<file path="config.mk">
export PLATFORM = sky130hd
export DESIGN_NAME = id_stage_flat
export DESIGN_NICKNAME = d
export VERILOG_FILES = /design/src/rtl/id_stage_if.sv /design/src/rtl/id_stage.sv /design/src/flat_wrapper.sv
export SDC_FILE = /design/constraint.sdc
export NUM_CORES = 2
export LEC_CHECK = 0
export BUFFER_PORTS_ARGS = -buffer_cell sky130_fd_sc_hd__buf_2
export CORE_ASPECT_RATIO = 0.9
export CORE_MARGIN = 5
export CORE_UTILIZATION = 55
export DETAILED_ROUTE_END_ITERATION = 16
export PLACE_DENSITY = 0.83
export REMOVE_ABC_BUFFERS = 1
export SYNTH_ARGS = -nofsm -noshare
export SYNTH_HDL_FRONTEND = slang
export SYNTH_SLANG_ARGS = --single-unit
</file>
<file path="constraint.sdc">
create_clock -name clk -period 39 [get_ports clk]
set_input_delay 5.85 -clock clk [delete_from_list [all_inputs] [get_ports clk]]
set_output_delay 5.85 -clock clk [all_outputs]
set_load 0.05 [all_outputs]
</file>
<file path="src/rtl/id_stage_if.sv">
// ID/EX bundle presented by the decode stage to the execute stage.
interface id_stage_if;
    logic        id_valid;
    logic [31:0] id_pc_plus4;
    logic [31:0] id_rs1_data;
    logic [31:0] id_rs2_data;
    logic [31:0] id_imm;
    logic [4:0]  id_rs1;
    logic [4:0]  id_rs2;
    logic [4:0]  id_rd;
    logic [3:0]  id_alu_op;
    logic        id_alu_src_imm;
    logic        id_mem_read;
    logic        id_mem_write;
    logic        id_reg_write;
    logic        id_branch;
    logic        id_branch_ne;
    logic        id_illegal;

    modport master (
        output id_valid, id_pc_plus4, id_rs1_data, id_rs2_data, id_imm,
        output id_rs1, id_rs2, id_rd, id_alu_op, id_alu_src_imm,
        output id_mem_read, id_mem_write, id_reg_write, id_branch,
        output id_branch_ne, id_illegal
    );

    modport slave (
        input id_valid, id_pc_plus4, id_rs1_data, id_rs2_data, id_imm,
        input id_rs1, id_rs2, id_rd, id_alu_op, id_alu_src_imm,
        input id_mem_read, id_mem_write, id_reg_write, id_branch,
        input id_branch_ne, id_illegal
    );
endinterface

</file>
<file path="src/rtl/id_stage.sv">
// RV32I decode stage: register file, immediate/control decode,
// load-use hazard detection and the ID/EX pipeline register.
module id_stage (
    input  logic        clk,
    input  logic        reset,
    input  logic [31:0] if_pc_plus4,
    input  logic [31:0] if_instr,
    input  logic        wb_we,
    input  logic [4:0]  wb_rd,
    input  logic [31:0] wb_data,
    input  logic        ex_mem_read,
    input  logic [4:0]  ex_rd,
    input  logic        flush,
    output logic        stall_out,
    id_stage_if.master  id
);
    typedef enum logic [3:0] {
        ALU_ADD = 4'd0, ALU_SUB = 4'd1, ALU_SLL = 4'd2, ALU_SLT = 4'd3,
        ALU_SLTU = 4'd4, ALU_XOR = 4'd5, ALU_SRL = 4'd6, ALU_SRA = 4'd7,
        ALU_OR = 4'd8, ALU_AND = 4'd9, ALU_PASSB = 4'd10
    } alu_op_e;

    typedef struct packed {
        logic        valid;
        logic [31:0] pc_plus4;
        logic [31:0] rs1_data;
        logic [31:0] rs2_data;
        logic [31:0] imm;
        logic [4:0]  rs1;
        logic [4:0]  rs2;
        logic [4:0]  rd;
        logic [3:0]  alu_op;
        logic        alu_src_imm;
        logic        mem_read;
        logic        mem_write;
        logic        reg_write;
        logic        branch;
        logic        branch_ne;
        logic        illegal;
    } id_ex_t;

    localparam logic [6:0] OPC_OP_IMM = 7'b0010011;
    localparam logic [6:0] OPC_OP     = 7'b0110011;
    localparam logic [6:0] OPC_LOAD   = 7'b0000011;
    localparam logic [6:0] OPC_STORE  = 7'b0100011;
    localparam logic [6:0] OPC_BRANCH = 7'b1100011;
    localparam logic [6:0] OPC_LUI    = 7'b0110111;

    logic [31:0] rf_q [32];
    logic [31:0] rf_d [32];
    id_ex_t      id_q, id_d, dec;

    logic [6:0]  opcode, funct7;
    logic [2:0]  funct3;
    logic [4:0]  rs1, rs2;
    logic [31:0] rs1_data, rs2_data;
    logic [31:0] imm_i, imm_s, imm_b, imm_u;
    logic        f7_base, f7_alt, alt, imm_ok, op_ok;
    logic        legal, rs1_used, rs2_used, hazard, ok;
    alu_op_e     alu_f3;

    assign opcode = if_instr[6:0];
    assign funct3 = if_instr[14:12];
    assign funct7 = if_instr[31:25];
    assign rs1    = if_instr[19:15];
    assign rs2    = if_instr[24:20];

    assign imm_i = {{20{if_instr[31]}}, if_instr[31:20]};
    assign imm_s = {{20{if_instr[31]}}, if_instr[31:25], if_instr[11:7]};
    assign imm_b = {{19{if_instr[31]}}, if_instr[31], if_instr[7],
                    if_instr[30:25], if_instr[11:8], 1'b0};
    assign imm_u = {if_instr[31:12], 12'b0};

    // Same-cycle writeback is forwarded so WB->ID needs no extra bypass.
    assign rs1_data = (rs1 == 5'd0) ? 32'd0 :
                      (wb_we && wb_rd == rs1) ? wb_data : rf_q[rs1];
    assign rs2_data = (rs2 == 5'd0) ? 32'd0 :
                      (wb_we && wb_rd == rs2) ? wb_data : rf_q[rs2];

    always_comb begin : rf_next
        rf_d = rf_q;
        if (wb_we && wb_rd != 5'd0) rf_d[wb_rd] = wb_data;
    end

    assign f7_base = (funct7 == 7'h00);
    assign f7_alt  = (funct7 == 7'h20);
    assign alt     = funct7[5] && (opcode == OPC_OP || funct3 == 3'b101);
    assign imm_ok  = (funct3 == 3'b001) ? f7_base :
                     (funct3 == 3'b101) ? (f7_base || f7_alt) : 1'b1;
    assign op_ok   = f7_base ||
                     (f7_alt && (funct3 == 3'b000 || funct3 == 3'b101));

    always_comb begin : alu_sel
        alu_f3 = ALU_ADD;
        unique case (funct3)
            3'b000: alu_f3 = alt ? ALU_SUB : ALU_ADD;
            3'b001: alu_f3 = ALU_SLL;
            3'b010: alu_f3 = ALU_SLT;
            3'b011: alu_f3 = ALU_SLTU;
            3'b100: alu_f3 = ALU_XOR;
            3'b101: alu_f3 = alt ? ALU_SRA : ALU_SRL;
            3'b110: alu_f3 = ALU_OR;
            3'b111: alu_f3 = ALU_AND;
        endcase
    end

    always_comb begin : decode
        dec          = '0;
        dec.pc_plus4 = if_pc_plus4;
        dec.rs1_data = rs1_data;
        dec.rs2_data = rs2_data;
        dec.rs1      = rs1;
        dec.rs2      = rs2;
        dec.rd       = if_instr[11:7];
        legal        = 1'b0;
        rs1_used     = 1'b0;
        rs2_used     = 1'b0;
        unique case (opcode)
            OPC_OP_IMM: begin
                legal           = imm_ok;
                rs1_used        = 1'b1;
                dec.imm         = imm_i;
                dec.alu_op      = alu_f3;
                dec.alu_src_imm = 1'b1;
                dec.reg_write   = 1'b1;
            end
            OPC_OP: begin
                legal         = op_ok;
                rs1_used      = 1'b1;
                rs2_used      = 1'b1;
                dec.alu_op    = alu_f3;
                dec.reg_write = 1'b1;
            end
            OPC_LOAD: begin
                legal           = (funct3 == 3'b010);
                rs1_used        = 1'b1;
                dec.imm         = imm_i;
                dec.alu_src_imm = 1'b1;
                dec.mem_read    = 1'b1;
                dec.reg_write   = 1'b1;
            end
            OPC_STORE: begin
                legal           = (funct3 == 3'b010);
                rs1_used        = 1'b1;
                rs2_used        = 1'b1;
                dec.imm         = imm_s;
                dec.alu_src_imm = 1'b1;
                dec.mem_write   = 1'b1;
            end
            OPC_BRANCH: begin
                legal         = (funct3[2:1] == 2'b00);
                rs1_used      = 1'b1;
                rs2_used      = 1'b1;
                dec.imm       = imm_b;
                dec.alu_op    = ALU_SUB;
                dec.branch    = 1'b1;
                dec.branch_ne = funct3[0];
            end
            OPC_LUI: begin
                legal           = 1'b1;
                dec.imm         = imm_u;
                dec.alu_op      = ALU_PASSB;
                dec.alu_src_imm = 1'b1;
                dec.reg_write   = 1'b1;
            end
            default: legal = 1'b0;
        endcase
    end

    assign hazard = ex_mem_read && ex_rd != 5'd0 && legal && !flush &&
                    ((rs1_used && rs1 == ex_rd) ||
                     (rs2_used && rs2 == ex_rd));
    assign stall_out = hazard && !reset;
    assign ok = legal && !hazard && !flush;

    always_comb begin : id_next
        id_d         = dec;
        id_d.valid   = ok;
        id_d.illegal = !legal && (if_instr != 32'd0) && !flush;
        if (!ok) begin
            id_d.alu_op      = '0;
            id_d.alu_src_imm = 1'b0;
            id_d.mem_read    = 1'b0;
            id_d.mem_write   = 1'b0;
            id_d.reg_write   = 1'b0;
            id_d.branch      = 1'b0;
            id_d.branch_ne   = 1'b0;
        end
    end

    always_ff @(posedge clk or posedge reset) begin
        if (reset) begin
            id_q <= '0;
            rf_q <= '{default: '0};
        end else begin
            id_q <= id_d;
            rf_q <= rf_d;
        end
    end

    assign id.id_valid       = id_q.valid;
    assign id.id_pc_plus4    = id_q.pc_plus4;
    assign id.id_rs1_data    = id_q.rs1_data;
    assign id.id_rs2_data    = id_q.rs2_data;
    assign id.id_imm         = id_q.imm;
    assign id.id_rs1         = id_q.rs1;
    assign id.id_rs2         = id_q.rs2;
    assign id.id_rd          = id_q.rd;
    assign id.id_alu_op      = id_q.alu_op;
    assign id.id_alu_src_imm = id_q.alu_src_imm;
    assign id.id_mem_read    = id_q.mem_read;
    assign id.id_mem_write   = id_q.mem_write;
    assign id.id_reg_write   = id_q.reg_write;
    assign id.id_branch      = id_q.branch;
    assign id.id_branch_ne   = id_q.branch_ne;
    assign id.id_illegal     = id_q.illegal;
endmodule

</file>
<file path="src/flat_wrapper.sv">
// flat-port wrapper written by rule: the top's interface ports become plain ports
module id_stage_flat 
  (clk, reset, if_pc_plus4, if_instr, wb_we, wb_rd, wb_data, ex_mem_read, ex_rd, flush, stall_out, id_id_valid, id_id_pc_plus4, id_id_rs1_data, id_id_rs2_data, id_id_imm, id_id_rs1, id_id_rs2, id_id_rd, id_id_alu_op, id_id_alu_src_imm, id_id_mem_read, id_id_mem_write, id_id_reg_write, id_id_branch, id_id_branch_ne, id_id_illegal);
  id_stage_if id_i ();
  input  logic clk;
  input  logic reset;
  input  logic [31:0] if_pc_plus4;
  input  logic [31:0] if_instr;
  input  logic wb_we;
  input  logic [4:0] wb_rd;
  input  logic [31:0] wb_data;
  input  logic ex_mem_read;
  input  logic [4:0] ex_rd;
  input  logic flush;
  output logic stall_out;
  output wire logic [$bits(id_i.id_valid)-1:0] id_id_valid;
  output wire logic [$bits(id_i.id_pc_plus4)-1:0] id_id_pc_plus4;
  output wire logic [$bits(id_i.id_rs1_data)-1:0] id_id_rs1_data;
  output wire logic [$bits(id_i.id_rs2_data)-1:0] id_id_rs2_data;
  output wire logic [$bits(id_i.id_imm)-1:0] id_id_imm;
  output wire logic [$bits(id_i.id_rs1)-1:0] id_id_rs1;
  output wire logic [$bits(id_i.id_rs2)-1:0] id_id_rs2;
  output wire logic [$bits(id_i.id_rd)-1:0] id_id_rd;
  output wire logic [$bits(id_i.id_alu_op)-1:0] id_id_alu_op;
  output wire logic [$bits(id_i.id_alu_src_imm)-1:0] id_id_alu_src_imm;
  output wire logic [$bits(id_i.id_mem_read)-1:0] id_id_mem_read;
  output wire logic [$bits(id_i.id_mem_write)-1:0] id_id_mem_write;
  output wire logic [$bits(id_i.id_reg_write)-1:0] id_id_reg_write;
  output wire logic [$bits(id_i.id_branch)-1:0] id_id_branch;
  output wire logic [$bits(id_i.id_branch_ne)-1:0] id_id_branch_ne;
  output wire logic [$bits(id_i.id_illegal)-1:0] id_id_illegal;
  assign id_id_valid = id_i.id_valid;
  assign id_id_pc_plus4 = id_i.id_pc_plus4;
  assign id_id_rs1_data = id_i.id_rs1_data;
  assign id_id_rs2_data = id_i.id_rs2_data;
  assign id_id_imm = id_i.id_imm;
  assign id_id_rs1 = id_i.id_rs1;
  assign id_id_rs2 = id_i.id_rs2;
  assign id_id_rd = id_i.id_rd;
  assign id_id_alu_op = id_i.id_alu_op;
  assign id_id_alu_src_imm = id_i.id_alu_src_imm;
  assign id_id_mem_read = id_i.id_mem_read;
  assign id_id_mem_write = id_i.id_mem_write;
  assign id_id_reg_write = id_i.id_reg_write;
  assign id_id_branch = id_i.id_branch;
  assign id_id_branch_ne = id_i.id_branch_ne;
  assign id_id_illegal = id_i.id_illegal;
  id_stage u_core (.clk(clk), .reset(reset), .if_pc_plus4(if_pc_plus4), .if_instr(if_instr), .wb_we(wb_we), .wb_rd(wb_rd), .wb_data(wb_data), .ex_mem_read(ex_mem_read), .ex_rd(ex_rd), .flush(flush), .stall_out(stall_out), .id(id_i));
endmodule
</file>
* After elaboration in Yosys (flattened, before gate mapping)
Cells that the tools add are included.
W data, S select, Z words.
** Storage, ports and cells
- Logic and storage cells :: 143
- Register bits :: 1179
- Output and inout bits :: 156
- Input bits :: 111
** Cells by class
- Equal/unequal tests :: 18
- Order comparisons :: 4
- Reduce and logical (&&, ||, !) cells :: 41
- Bitwise operators :: 3
- Mux-type cells :: 29
** Operators with widths (number)
- $bwmux W1024 :: 1
- $bmux W32 S5 :: 2
- $mux W32 :: 9
- $demux W32 S5 :: 1
- $pmux W32 S4 :: 1
- $pmux W4 S8 :: 1
- $reduce_bool A32 Y1 :: 1
- $eq A7 B6 Y1 const B :: 4
- $eq A5 B5 Y1 :: 4
- $ge A6 B6 Y1 const B :: 3
- $not A5 Y6 :: 3
- $logic_and A1 B1 Y1 :: 17
- $eq A3 B3 Y1 const B :: 4
- $pmux W4 S3 :: 1
- $logic_not A5 Y1 :: 2
- $mux W1 :: 10
- $mux W10 :: 1
- $reduce_bool A5 Y1 :: 2
- $reduce_or A4 Y1 :: 2
- $eq A7 B2 Y1 const B :: 1
- $eq A7 B5 Y1 const B :: 1
- $eq A7 B7 Y1 const B :: 1
- $logic_not A7 Y1 :: 1
- $eq A3 B2 Y1 const B :: 2
- other kinds (11) :: 20

* Depth between registers and ports, before layout
- Depth in word-level cells :: 12
- Mapped depth :: 10
- Mapped depth without buffers :: 6

* Least setup slack after synthesis
Ideal clock, no wire load.
- Kind :: input port to output port
- From :: input reset
- To :: output stall_out
- Slack :: 0.100 ns
- Arrival time :: 33.050 ns
- Path buffers :: 0
- Required time :: 33.150 ns
- Stages :: 2
- Path through :: inv_1 > and3_1
** Between the ends
- Cells in the longest elaborated chain, start to end :: 2
** Ends and longest elaborated chain
- start, declared :: line flat_wrapper.sv:6 : input logic reset;
- $logic_not A1 Y1 :: line id_stage.sv:173 : assign stall_out = hazard && !reset;
- $logic_and A1 B1 Y1 :: line id_stage.sv:173
- end, declared :: line flat_wrapper.sv:15 : output logic stall_out;
No other way between the ends.

* Final worst setup path
- From :: input if_instr[5]
- To :: output stall_out
** Between the ends
- Cells in the longest elaborated chain, start to end :: 7
- Elaborated cells between the ends (all ways) :: 19
- Classes of those cells :: 6 x eq/ne; 3 x mux; 10 x reduce/logical
** Ends and longest elaborated chain
- start, declared :: line flat_wrapper.sv:8 : input logic [31:0] if_instr;
- $eq A7 B2 Y1, or another cell as far along :: line id_stage.sv:118 : unique case (opcode)
- $reduce_or A2 Y1 (no line), or another cell as far along
- $pmux W1 S5 or $mux W1 (tied branches) :: line id_stage.sv:118
- $logic_and A1 B1 Y1, on equally long branches :: line id_stage.sv:170, id_stage.sv:171, id_stage.sv:172
- $logic_and A1 B1 Y1 or $logic_or A1 B1 Y1 (tied branches) :: line id_stage.sv:170, id_stage.sv:171
- $logic_and A1 B1 Y1 (*) :: line id_stage.sv:170 : assign hazard = ex_mem_read && ex_rd != 5'd0 && legal && !flush &&
- $logic_and A1 B1 Y1 (*) :: line id_stage.sv:173
Mark *: on every way between the ends. The rest lies on a longest branch, timed or not.

==> flow_summary.json <==
{
  "holdCritPathClass": "flop to flop",
  "postSynthCellCount": 3885,
  "p_per_area_mw_per_mm2": 52.8,
  "postCtsSetupBuffers": 0,
  "via_per_inst": 7.05,
  "fin_hold_ws_ps": 401,
  "wl_mm": 176,
  "critPathCaptureType": "output pin",
  "grt_pass1_vias": 40000,
  "io_pins": 267,
  "clk_path_buf_depth": 3,
  "yosys_warnings": 0,
  "ant_nets": 0,
  "cp.required_ps": 33150,
  "gp_congestion": 0.912,
  "fin_skew_ps": 22.5,
  "clkTransAtPathRegs_ps": 60,
  "endpoint": "stall_out",
  "final_cell_mix": "1179 x dfrtp_1, 872 x mux2_2, 490 x mux4_2",
  "cts_root_buf": "clkbuf_16",
  "vias": 38600,
  "status": "finished clean",
  "fin_crit_sh": 0.357,
  "grt_setup_unrepaired": "false",
  "worstPathArrival_ps": 8060,
  "maxSlewViolCount": 0,
  "port_buffers": 266,
  "drc": 0,
  "r2r-end": "u_core.id.id_rs2_data[30]$_DFF_PP0_",
  "regArea_mm2": 0.0295,
  "wl_per_cell_um": 32.1,
  "synth_seq_cells": 1179,
  "grt_overflow": 0,
  "drt_iter0_markers": 5006,
  "drt-pass1-iter-count": 6,
  "max_clock_freq_ghz": 0.0719,
  "ys_types": 62,
  "grt_max_degree": 160,
  "rr_worst_depth": 5,
  "die_height_um": 321,
  "area_growth_syn_to_layout_pct": 10.4,
  "r2r-start": "u_core.rf_q[30]$_DFFE_PP0P_",
  "ff2ff_setup_slack_ps": 37080,
  "seq_area_frac_synth": 0.498,
  "cts-resized-gates": 0,
  "grt_util_all_layers": 0.307,
  "rows": 114,
  "finalSetupViolCount": 0,
  "startpoint": "if_instr[5]",
  "tightest_slew_ps": 1340,
  "maxCapViolations": 0,
  "core_mm2": 0.107,
  "synth_area_mm2": 0.0593,
  "antenna_found_initial": 10,
  "initial_core_util": 0.553,
  "irDropWorstVdd_uv": 47.1,
  "drive_gt1_frac": 0.499,
  "startpoint_type": "input pin",
  "finalHoldViolCount": 0,
  "fill_cells": 7740,
  "cts_tree": "done",
  "final_core_util": 0.610,
  "worstPathMaxFanout": 11,
  "htree_levels": 3,
  "grt_pass1_wl_mm": 263,
  "syn_area_per_cell_um2": 15.3,
  "dieArea_mm2": 0.114,
  "max_stage_delay_ps": 780,
  "cts_sinks": 1179,
  "clk_latency_ps": 720,
  "dp_hpwl_mm": 96.5,
  "post-route-min-period_ps": 13910,
  "ys.flop_type": "dfrtp_1",
  "final_nets": 4028,
  "place_area_mm2": 0.0614,
  "synthArstFlopShare": 1.00,
  "slowest_stage": "nor4b_2",
  "setup.worst_path.class": "input pin to output pin",
  "p_leak_uw": 0.0289,
  "cts_hold_buf": 0,
  "multi_input_area_mm2": 0.0279,
  "final_common_cell": "dfrtp_1",
  "stdcell_area_mm2": 0.0654,
  "numCtsBuffers": 115,
  "path_common_cell": "buf_2",
  "tns_ps": 0,
  "cp_cell_sequence": "buf_2 > nor2b_1 > nor4b_2 > a32oi_1 > a31oi_1 > and3_1 > buf_2",
  "relSlewSlack": 0.103,
  "synth-edff-count": 0,
  "fp.dieW_um": 356
}
[how the worst min path moves through the flow]
stage / from / endpoint / slack (ps) / depth (start not counted)
CTS: u_core.rf_q[1018]$_DFFE_PP0P_ / u_core.rf_q[1018]$_DFFE_PP0P_ / 400 / 0
detailed placement: u_core.rf_q[1018]$_DFFE_PP0P_ / u_core.rf_q[1018]$_DFFE_PP0P_ / 380 / 0
global route: u_core.rf_q[999]$_DFFE_PP0P_ / u_core.rf_q[999]$_DFFE_PP0P_ / 410 / 0
finish: u_core.rf_q[1021]$_DFFE_PP0P_ / u_core.rf_q[1021]$_DFFE_PP0P_ / 400 / 0
global placement: u_core.rf_q[1020]$_DFFE_PP0P_ / u_core.rf_q[1020]$_DFFE_PP0P_ / 380 / 0
floorplan: u_core.rf_q[1004]$_DFFE_PP0P_ / u_core.rf_q[1004]$_DFFE_PP0P_ / 370 / 0
[final cells by class]
class	instances	share of cell area
inverters	3	0.000287
flip-flops and latches	1179	0.451
clock buffers	164	0.0516
well taps	1450	0.0277
clock inverters	53	0.0101
diodes	10	0.000382
multi-input cells	2267	0.427
repair buffers	351	0.0319
[sequential cells by signal, indices dropped and copies added (netlist names)]
register,cells
u_core.rf_q,1024
u_core.id.id_imm,32
u_core.id.id_pc_plus4,32
u_core.id.id_rs1_data,32
u_core.id.id_rs2_data,32
u_core.id.id_rd,5
u_core.id.id_rs1,5
u_core.id.id_rs2,5
u_core.id.id_alu_op,4
u_core.id.id_alu_src_imm,1
u_core.id.id_branch,1
u_core.id.id_branch_ne,1
u_core.id.id_illegal,1
u_core.id.id_mem_read,1
u_core.id.id_mem_write,1
u_core.id.id_reg_write,1
u_core.id.id_valid,1
[cells in the mapped netlist, drive strengths merged, types with 23 or more instances]
cell type     n  area, µm²
nand2       129        487
o211ai       31        383
buf         219       1250
a21oi        41        205
nor2         70        265
mux2i       113       1130
a22o         23        201
clkbuf      217        815
mux4        490      11000
a32o         23        230
dfrtp      1179      29500
o221ai       27        236
mux2        995      11200
a22oi        55        413
o22ai        90        563
[metrics by stage]
stage                     total power, µW  instances  setup slack, ps
final                                3450       5477            25090
after global routing                 3580       5469            24940
after CTS                            3460       5467            25180
after detailed placement             2270       5250            25190
after global placement               2230       5250            25300
after floorplan                      2060       3449            -72.9
[per-layer routing]
metal  track usage  vias up  wire, µm
li1              -    15000         -
met1         0.418    20500     65800
met2         0.469     2593     80900
met4         0.123        4      7990
met5             0        -        31
met3        0.0937      532     20900
[power by group]
| group | internal (µW) | switching [µW] | leakage, µW | total [µW] |
|---|---|---|---|---|
| Combinational | 372 | 298 | 0.0118 | 670 |
| Clock | 689 | 500 | 0.00198 | 1190 |
| Sequential | 1440 | 157 | 0.0151 | 1600 |
[critical path: cells and delay by family]
family                 cells  cell delay (ps)
AO/OA/AOI/OAI              2              600
buffers and inverters      2              440
AND/OR/NAND/NOR            3             1170
[cell families (layout without fill, tap and decap cells)]
group	after synthesis	in the layout	synth area share
other cells	0	10	0
flops	1179	1179	0.498
buf+inv	439	571	0.0350
xor+xnor	20	20	0.00296
mux	1598	1598	0.394
compound gates	360	360	0.0472
simple gates	289	289	0.0229
Power figures use the tool's default switching activity.
